===== config.mk =====
export PLATFORM = sky130hd
export DESIGN_NAME = pipe_hazard_ctrl
export DESIGN_NICKNAME = d
export VERILOG_FILES = /design/src/rtl/pipe_hazard_pkg.sv /design/src/rtl/pipe_scoreboard.sv /design/src/rtl/pipe_hazard_ctrl.sv
export SDC_FILE = /design/constraint.sdc
export NUM_CORES = 1
export LEC_CHECK = 0
export ABC_AREA = 1
export CORE_ASPECT_RATIO = 0.7
export CORE_MARGIN = 5
export CORE_UTILIZATION = 50
export DETAILED_ROUTE_END_ITERATION = 8
export HOLD_SLACK_MARGIN = 0.06
export PLACE_DENSITY = 0.73
export SYNTH_ARGS = -nofsm -noshare
export SYNTH_HDL_FRONTEND = slang
export SYNTH_SLANG_ARGS = --single-unit

===== constraint.sdc =====
create_clock -name clk -period 1.92 [get_ports clk]
set_clock_uncertainty 0.1 [all_clocks]
set_input_delay 0.288 -clock clk [delete_from_list [all_inputs] [get_ports clk]]
set_output_delay 0.288 -clock clk [all_outputs]
set_load 0.01 [all_outputs]

===== src/rtl/pipe_hazard_pkg.sv =====
// Shared types and constants for the hazard/forwarding controller.
// Slot records carry a fixed-width dest; narrower addresses are zero-extended.
package pipe_hazard_pkg;

  localparam int SLOT_RA_W = 8;
  localparam int FWD_NONE  = 0;
  localparam int SLOT_EXE  = 0;
  localparam int SLOT_MEM  = 1;

  typedef struct packed {
    logic                 valid;
    logic                 wb_en;
    logic                 mem_r_en;
    logic                 mem_w_en;
    logic [SLOT_RA_W-1:0] dest;
  } slot_t;

endpackage


===== src/rtl/pipe_scoreboard.sv =====
// In-flight writer shift register: slot 0 is EXE, slot DEPTH-1 is WB.
// hold freezes every slot; kill or a missing insert loads an empty EXE slot.
module pipe_scoreboard
  import pipe_hazard_pkg::*;
#(
  parameter int DEPTH = 3
) (
  input  logic              clk,
  input  logic              rst_n,
  input  logic              hold,
  input  logic              ins,
  input  logic              kill,
  input  slot_t             ins_slot,
  output slot_t [DEPTH-1:0] slots
);

  always_ff @(posedge clk or negedge rst_n) begin
    if (!rst_n) begin
      slots <= '0;
    end else if (!hold) begin
      for (int k = DEPTH - 1; k > 0; k--) begin
        slots[k] <= slots[k-1];
      end
      if (ins && !kill) begin
        slots[0] <= ins_slot;
      end else begin
        slots[0] <= '0;
      end
    end
  end

endmodule


===== src/rtl/pipe_hazard_ctrl.sv =====
// Hazard detection, forwarding selects and stall counting for the pipeline.
// Tracks in-flight writers itself so no per-stage destination ports are needed.
module pipe_hazard_ctrl
  import pipe_hazard_pkg::*;
#(
  parameter int RA_W   = 4,
  parameter int DEPTH  = 3,
  parameter int FWD_EN = 1,
  parameter int CNT_W  = 32
) (
  input  logic                     clk,
  input  logic                     rst,
  input  logic                     id_valid,
  input  logic                     id_src1_en,
  input  logic [RA_W-1:0]          id_src1,
  input  logic                     id_two_src,
  input  logic [RA_W-1:0]          id_src2,
  input  logic                     id_wb_en,
  input  logic                     id_mem_r_en,
  input  logic                     id_mem_w_en,
  input  logic [RA_W-1:0]          id_dest,
  input  logic                     flush,
  input  logic                     mem_ready,
  output logic                     stall,
  output logic                     bubble,
  output logic                     freeze_all,
  output logic [$clog2(DEPTH)-1:0] fwd_sel1,
  output logic [$clog2(DEPTH)-1:0] fwd_sel2,
  output logic [CNT_W-1:0]         stall_cnt
);

  localparam int SW = $clog2(DEPTH);

  slot_t [DEPTH-1:0] slots;
  slot_t             id_slot;
  logic              h1;
  logic              h2;
  logic              issue;
  logic              exe_src1_en;
  logic              exe_src2_en;
  logic [RA_W-1:0]   exe_src1;
  logic [RA_W-1:0]   exe_src2;
  logic              unused_bits;

  function automatic logic match(
    input logic            en,
    input logic [RA_W-1:0] src,
    input slot_t           s
  );
    return en & s.valid & s.wb_en &
           (s.dest == SLOT_RA_W'(src));
  endfunction

  always_comb begin
    id_slot          = '0;
    id_slot.valid    = 1'b1;
    id_slot.wb_en    = id_wb_en;
    id_slot.mem_r_en = id_mem_r_en;
    id_slot.mem_w_en = id_mem_w_en;
    id_slot.dest     = SLOT_RA_W'(id_dest);
  end

  // WB slot is never a hazard: the register file writes before it reads.
  always_comb begin
    h1 = 1'b0;
    h2 = 1'b0;
    if (FWD_EN != 0) begin
      h1 = match(id_src1_en, id_src1, slots[SLOT_EXE])
         & slots[SLOT_EXE].mem_r_en;
      h2 = match(id_two_src, id_src2, slots[SLOT_EXE])
         & slots[SLOT_EXE].mem_r_en;
    end else begin
      for (int k = 0; k < DEPTH - 1; k++) begin
        h1 = h1 | match(id_src1_en, id_src1, slots[k]);
        h2 = h2 | match(id_two_src, id_src2, slots[k]);
      end
    end
  end

  assign stall  = id_valid & (h1 | h2) & ~flush;
  assign bubble = stall;
  assign issue  = id_valid & ~stall & ~flush;

  assign freeze_all = slots[SLOT_MEM].valid
                    & (slots[SLOT_MEM].mem_r_en
                     | slots[SLOT_MEM].mem_w_en)
                    & ~mem_ready;

  pipe_scoreboard #(
    .DEPTH (DEPTH)
  ) u_sb (
    .clk      (clk),
    .rst_n    (rst),
    .hold     (freeze_all),
    .ins      (id_valid & ~stall),
    .kill     (flush),
    .ins_slot (id_slot),
    .slots    (slots)
  );

  always_ff @(posedge clk or negedge rst) begin
    if (!rst) begin
      exe_src1_en <= 1'b0;
      exe_src2_en <= 1'b0;
      exe_src1    <= '0;
      exe_src2    <= '0;
    end else if (!freeze_all) begin
      exe_src1_en <= issue & id_src1_en;
      exe_src2_en <= issue & id_two_src;
      if (issue) begin
        exe_src1 <= id_src1;
        exe_src2 <= id_src2;
      end
    end
  end

  // Scan oldest to youngest so the youngest producer wins.
  always_comb begin
    fwd_sel1 = SW'(FWD_NONE);
    fwd_sel2 = SW'(FWD_NONE);
    if (FWD_EN != 0) begin
      for (int k = DEPTH - 1; k >= 1; k--) begin
        if (match(exe_src1_en, exe_src1, slots[k]))
          fwd_sel1 = SW'(k);
        if (match(exe_src2_en, exe_src2, slots[k]))
          fwd_sel2 = SW'(k);
      end
    end
  end

  always_ff @(posedge clk or negedge rst) begin
    if (!rst) begin
      stall_cnt <= '0;
    end else if (stall && !freeze_all && stall_cnt != '1) begin
      stall_cnt <= stall_cnt + CNT_W'(1);
    end
  end

  assign unused_bits = ^{slots, exe_src1, exe_src2,
                         exe_src1_en, exe_src2_en};

endmodule


==> qor.csv <==
stage,metric,value,unit
run_status,status,finished with violations,
run_status,violations,setup timing,
routing,routed_wirelength,10960,microns
clocking,clkSinkCount,64,
logic_synthesis,yosys_warnings,0,
floorplan,fp.dieH,82.16,microns
routing,first_iter_violations,332,
setup_path,rr_endpoint,stall_cnt[28]$_DFFE_PN0P_,
clocking,clock_latency,350,ps
cells_and_area,final_common_cell,nand2_1,
global_route,track_usage,0.2416,
sta,finalSetupViolations,1,
pwr,leakagePower,0.002505,uW
logic_synthesis,synth_nets,535,
floorplan,die_x,113.1,microns
setup_path,required,1530,ps
global_route,grt-ovfl-total,0,
setup_path,r2r-start,stall_cnt[1]$_DFFE_PN0P_,
sta,max_freq,516.5,MHz
routing,routedWlPerCell,15.03,microns
cells_and_area,drive_gt1_frac,0.1933,
global_route,antenna_found_initial,0,
routing,vias,3772,
setup_path,crit_family,simple AND/OR/NAND/NOR gates,
logic_synthesis,syn_area,0.003719,sq mm
cells_and_area,syn_to_final_growth,40.01,%
setup_path,startpoint_type,flop,
sta,slew_headroom,0.6795,
cells_and_area,antenna_cells,0,
cells_and_area,mostFrequentLayoutCells,"218 x nand2_1, 59 x dfrtp_1, 52 x clkdlybuf4s50_1",
floorplan,io_pins,61,
cells_and_area,postLayoutCoreUtil,0.7177,
clocking,clockBufferDepth,2,
floorplan,fp-row-count,26,
floorplan,dieArea,0.009290,sq mm
floorplan,start_util,0.5126,
clocking,cts_root_buf,clkbuf_8,
placement,port_buffers,60,
logic_synthesis,avgSynthCellArea,7.263,sq um
setup_path,criticalPathCategory,reg -> out,
placement,dp_hpwl,8033,microns
sta,fin_crit,1936,ps
pwr,power_density,670.5,mW/mm^2
sta,worst_pin_slew,480.7,ps
clocking,cts_buffers,9,
sta,final_hold_viol_count,0,
sta,fin_tns_setup,-16.23,ps
sta,hold-worst-slack,328.2,ps
sta,finalMaxSlewViolations,0,
setup_path,critPathBufInv,3,
pwr,peakVddDrop,342.7,uV
setup_path,rr_worst_depth,10,
cells_and_area,finalNetCount,649,
logic_synthesis,synth-seq-cells,64,
routing,drcViolationCount,0,
logic_synthesis,synth_cell_types,26,
clocking,path_clk_slew,70,ps
setup_path,r2r_slack,60,ps
setup_path,critPathArrivalTime,1550,ps
setup_path,cp_cell_sequence,inv_2 > or2_4 > nand4_1 > nor4_4 > buf_4 > buf_6,
logic_synthesis,yosysSeqAreaShare,0.4307,
sta,setup_slack,-16.23,ps
setup_path,cp_max_fo,5,
logic_synthesis,syn_inst,512,
routing,ant_nets,0,
global_route,grt_pass1_vias,3417,
routing,via_per_inst,5.174,
run,maxCapViolCount,0,
setup_path,slowest_delay,400,ps
routing,first_pass_iters,5,
global_route,grt_pass1_wl,17360,microns
clocking,cts_tree,done,
min_path,min_path_type,in -> async,
global_route,grt_max_degree,33,
clocking,htree_levels,3,
sta,grt_setup_unrepaired,yes,
setup_path,worst_setup_path_end_kind,primary output,
placement,gp_congestion,0.9712,
floorplan,core,0.007254,sq mm
sta,fin_crit_sh,1.008,
setup_path,critical_path.slowest_cell,dfrtp_1,
what timing repair did:
| action | in CTS | in global routing |
|---|---|---|
| pin swaps | 2 | 7 |
| hold buffers | 1 | 0 |
| gates resized for setup | 32 | 27 |
| endpoints found under the setup margin | 7 | 42 |
| endpoints found under the hold margin | 16 | 0 |
| setup buffers | 6 | 5 |
worst max path at each step:
stage | slack (ps) | depth (start not counted) | startpoint | to
after floorplan | 110 | 11 | stall_cnt[0]$_DFFE_PN0P_ | stall_cnt[13]$_DFFE_PN0P_
after global placement | -340 | 10 | id_src2[3] | stall
after detailed placement | -350 | 10 | id_src1[2] | bubble
after CTS | -130 | 6 | u_sb.slots[13]$_DFFE_PN0N_ | fwd_sel2[0]
after global routing | -100 | 6 | u_sb.slots[12]$_DFFE_PN0N_ | fwd_sel2[0]
final | -20 | 6 | u_sb.slots[12]$_DFFE_PN0N_ | fwd_sel2[0]
synthesized netlist by cell type, drive strengths merged:
cell / count / area share
xor2: 24 / 0.057
or2: 4 / 0.0067
inv: 37 / 0.037
ha: 1 / 0.0034
dfrtp: 64 / 0.43
o21ai: 28 / 0.038
nand3: 21 / 0.031
nor4: 2 / 0.0034
clkbuf: 4 / 0.0040
nand2: 224 / 0.23
buf: 9 / 0.019
a21oi: 1 / 0.0013
nand3b: 7 / 0.014
nor3: 12 / 0.020
nor2: 55 / 0.064
xnor2: 10 / 0.024
nand4: 9 / 0.019
worst reg2reg max path, stage by stage, from the launching register on:
cell and delay, ps:
dfrtp_1 400, ha_4 170, nand2_1 90, nor2_4 180, buf_4 130, inv_1 40, nor2_1 230, nand2_1 140
xnor2_1 150, nand2_1 70, nand2_1 50
metrics by stage:
stage / setup slack (ps) / total power (uW) / instance area, sq um / instances
finish: -16.23 / 3491 / 5206 / 729
global route: -100.7 / 3594 / 5206 / 729
CTS: -127.6 / 3480 / 5064 / 724
detailed placement: -346.3 / 1771 / 4733 / 701
global placement: -343.0 / 1759 / 4733 / 701
floorplan: 105.4 / 1588 / 3719 / 512
metal layers:
metal	part of all wire	track usage	wire length (microns)
met4	0.012	0.05762	129
met2	0.42	0.3475	4578
met5	0	0	0
met1	0.47	0.3634	5193
met3	0.097	0.06264	1058
kinds of logic after synthesis:
group	share of synthesized area
flops	0.4307
buf+inv	0.05989
xor+xnor	0.08008
compound gates	0.03903
simple gates	0.3869
fa+ha+maj	0.003364
where the power goes:
group	internal [uW]	leakage (uW)	switching (uW)
registers	1400	0.000859	54.0
logic	166	0.00151	166
clock network	1130	0.000140	577
state kept, by name, indices dropped and copies added (netlist names):
signal / count
exe_src1: 4
exe_src2: 4
exe_src2_en: 1
exe_src1_en: 1
u_sb.slots: 22
stall_cnt: 32
final cells by class:
class / instances / area (sq um)
repair buffers: 116 / 1056
flip-flops and latches: 64 / 1608
clock buffers: 9 / 123.9
inverters: 37 / 138.9
well taps: 98 / 122.6
fillers: 583 / 2048
multi-input cells: 398 / 1991
clock inverters: 7 / 166.4
Power figures use the tool's default switching activity.
==> RTL change (same settings) <==
`RA_W`: 4 -> 6.
--- a/src/rtl/pipe_hazard_ctrl.sv
+++ b/src/rtl/pipe_hazard_ctrl.sv
@@ -5,3 +5,3 @@
 #(
-  parameter int RA_W   = 4,
+  parameter int RA_W   = 6,
   parameter int DEPTH  = 3,
Interface: changed (resized id_dest, id_src1 and id_src2); port bits go from 61 to 67. The function was not compared with the original's and may differ.
==> RTL change against the original RTL <==
  * The run still ends with negative setup slack left
  * Area after synthesis is 15% higher
  * Hold slack worse by 0.082 ns
  * Routed wire length is 69% higher
  * Clock power is 22% higher
  * Worst setup slack worse by 0.31 ns
  * Sequential cell count is 10 higher
  * Sequential power is 19% higher
  * Register-to-register slack worse by 0.27 ns
  * Design area is 35% higher
  * Power is 28% higher
  * Non-clock buffer count is 74 higher
  * Critical path depth is 2 higher
  * Count of clock-buffer cells in the layout is 1 higher
  * Critical path type unchanged
  * Highest routed layer unchanged
==> RTL change: results (changes against the original RTL) <==
[logic_synthesis]
synth_xor_area_share_pct=3.65  ; -4.4 points
yosysSeqAreaShare_pct=43.2  ; +0.13 points
synth_compound_area_share_pct=5.20  ; +1.3 points

[drt]
wl_per_cell_microns=21.1  ; +40%
initialDrtViolationCount=739  ; +120%
drtPass1Iterations=6  ; +1
vias_per_cell=6.00  ; +16%

[global_routing]
grt_pass1_vias=4935  ; +44%
grt_pass1_wl_microns=24700  ; +42%
grt_max_degree=75  ; +130%

[finish]
fillers=400  ; -31%
nets=796  ; +23%

[placement]
dpl.cell_count=824  ; +18%
place.gp.congestion=0.957  ; -1.4%
pre_cts_slack_ns=-0.529  ; -0.182 ns

[timing]
setup_viol=56  ; +55
tightestPinTransition_ns=0.491  ; +0.00985 ns
fin_ws_ns=-0.326  ; -0.310 ns

[setup_path]
crit_arrival_ns=1.86  ; +0.31 ns
r2r-end=stall_cnt[4]

[power_and_ir_drop]
worst_ir_drop_vdd_mv=0.614  ; +79%
cellLeakagePower_nw=3.49  ; +39%

[outcome]
failed_checks=negative setup slack
status=finished, violations left

[worst_hold_path]
hp-class=input pin to flip-flop

## RTL change: power breakdown
| part | leakage [nW] | switching [mW] | internal [mW] |
|---|---|---|---|
| combinational | 2.37 | 0.338 | 0.314 |
| clock | 0.169 | 0.687 | 1.40 |
| sequential | 0.954 | 0.0974 | 1.63 |
## RTL change: how the worst min path moves through the flow
stage               cells after the start        from           to
global route                            3  id_src1_en  exe_src1_en
floorplan                               0         rst  exe_src1[0]
finish                                  4  id_src1[5]  exe_src1[5]
global placement                        2         rst  exe_src1[1]
CTS                                     3  id_src1_en  exe_src1_en
detailed placement                      2         rst  exe_src1[1]
## RTL change: repair_timing
| action | 4_1_cts | 5_1_grt |
|---|---|---|
| pin swaps | 40 | 59 |
| gates resized for setup | 91 | 138 |
| gates cloned | 4 | 3 |
| hold buffers | 1 | 0 |
| hold endpoints to repair | 74 | 0 |
| setup buffers | 20 | 16 |
| setup endpoints to repair | 44 | 53 |
## RTL change: worst register-to-register path: cells and delay by family (launching register included)
family | cells | cell delay [ns]
buffers and inverters | 5 | 0.68
flip-flops | 1 | 0.40
AND/OR/NAND/NOR | 9 | 0.90
## RTL change: routing by layer
metal  share of wire, %  wire length [microns]  track usage [%]  vias up
met5                  0                      0                0        -
met4                5.8                   1080             13.7        0
met3                 12                   2180             7.27      123
met2                 45                   8370             47.2      441
met1                 37                   6850             39.5     2502
li1                   -                      -                -     2192
## RTL change: layout make-up
class / count / area share (%)
Multi-Input combinational cell: 410 / 36.2
Sequential cell: 74 / 26.6
Timing Repair Buffer: 190 / 25.7
Inverter: 82 / 4.54
Clock buffer: 10 / 3.26
Tap cell: 105 / 1.87
Clock inverter: 5 / 1.82
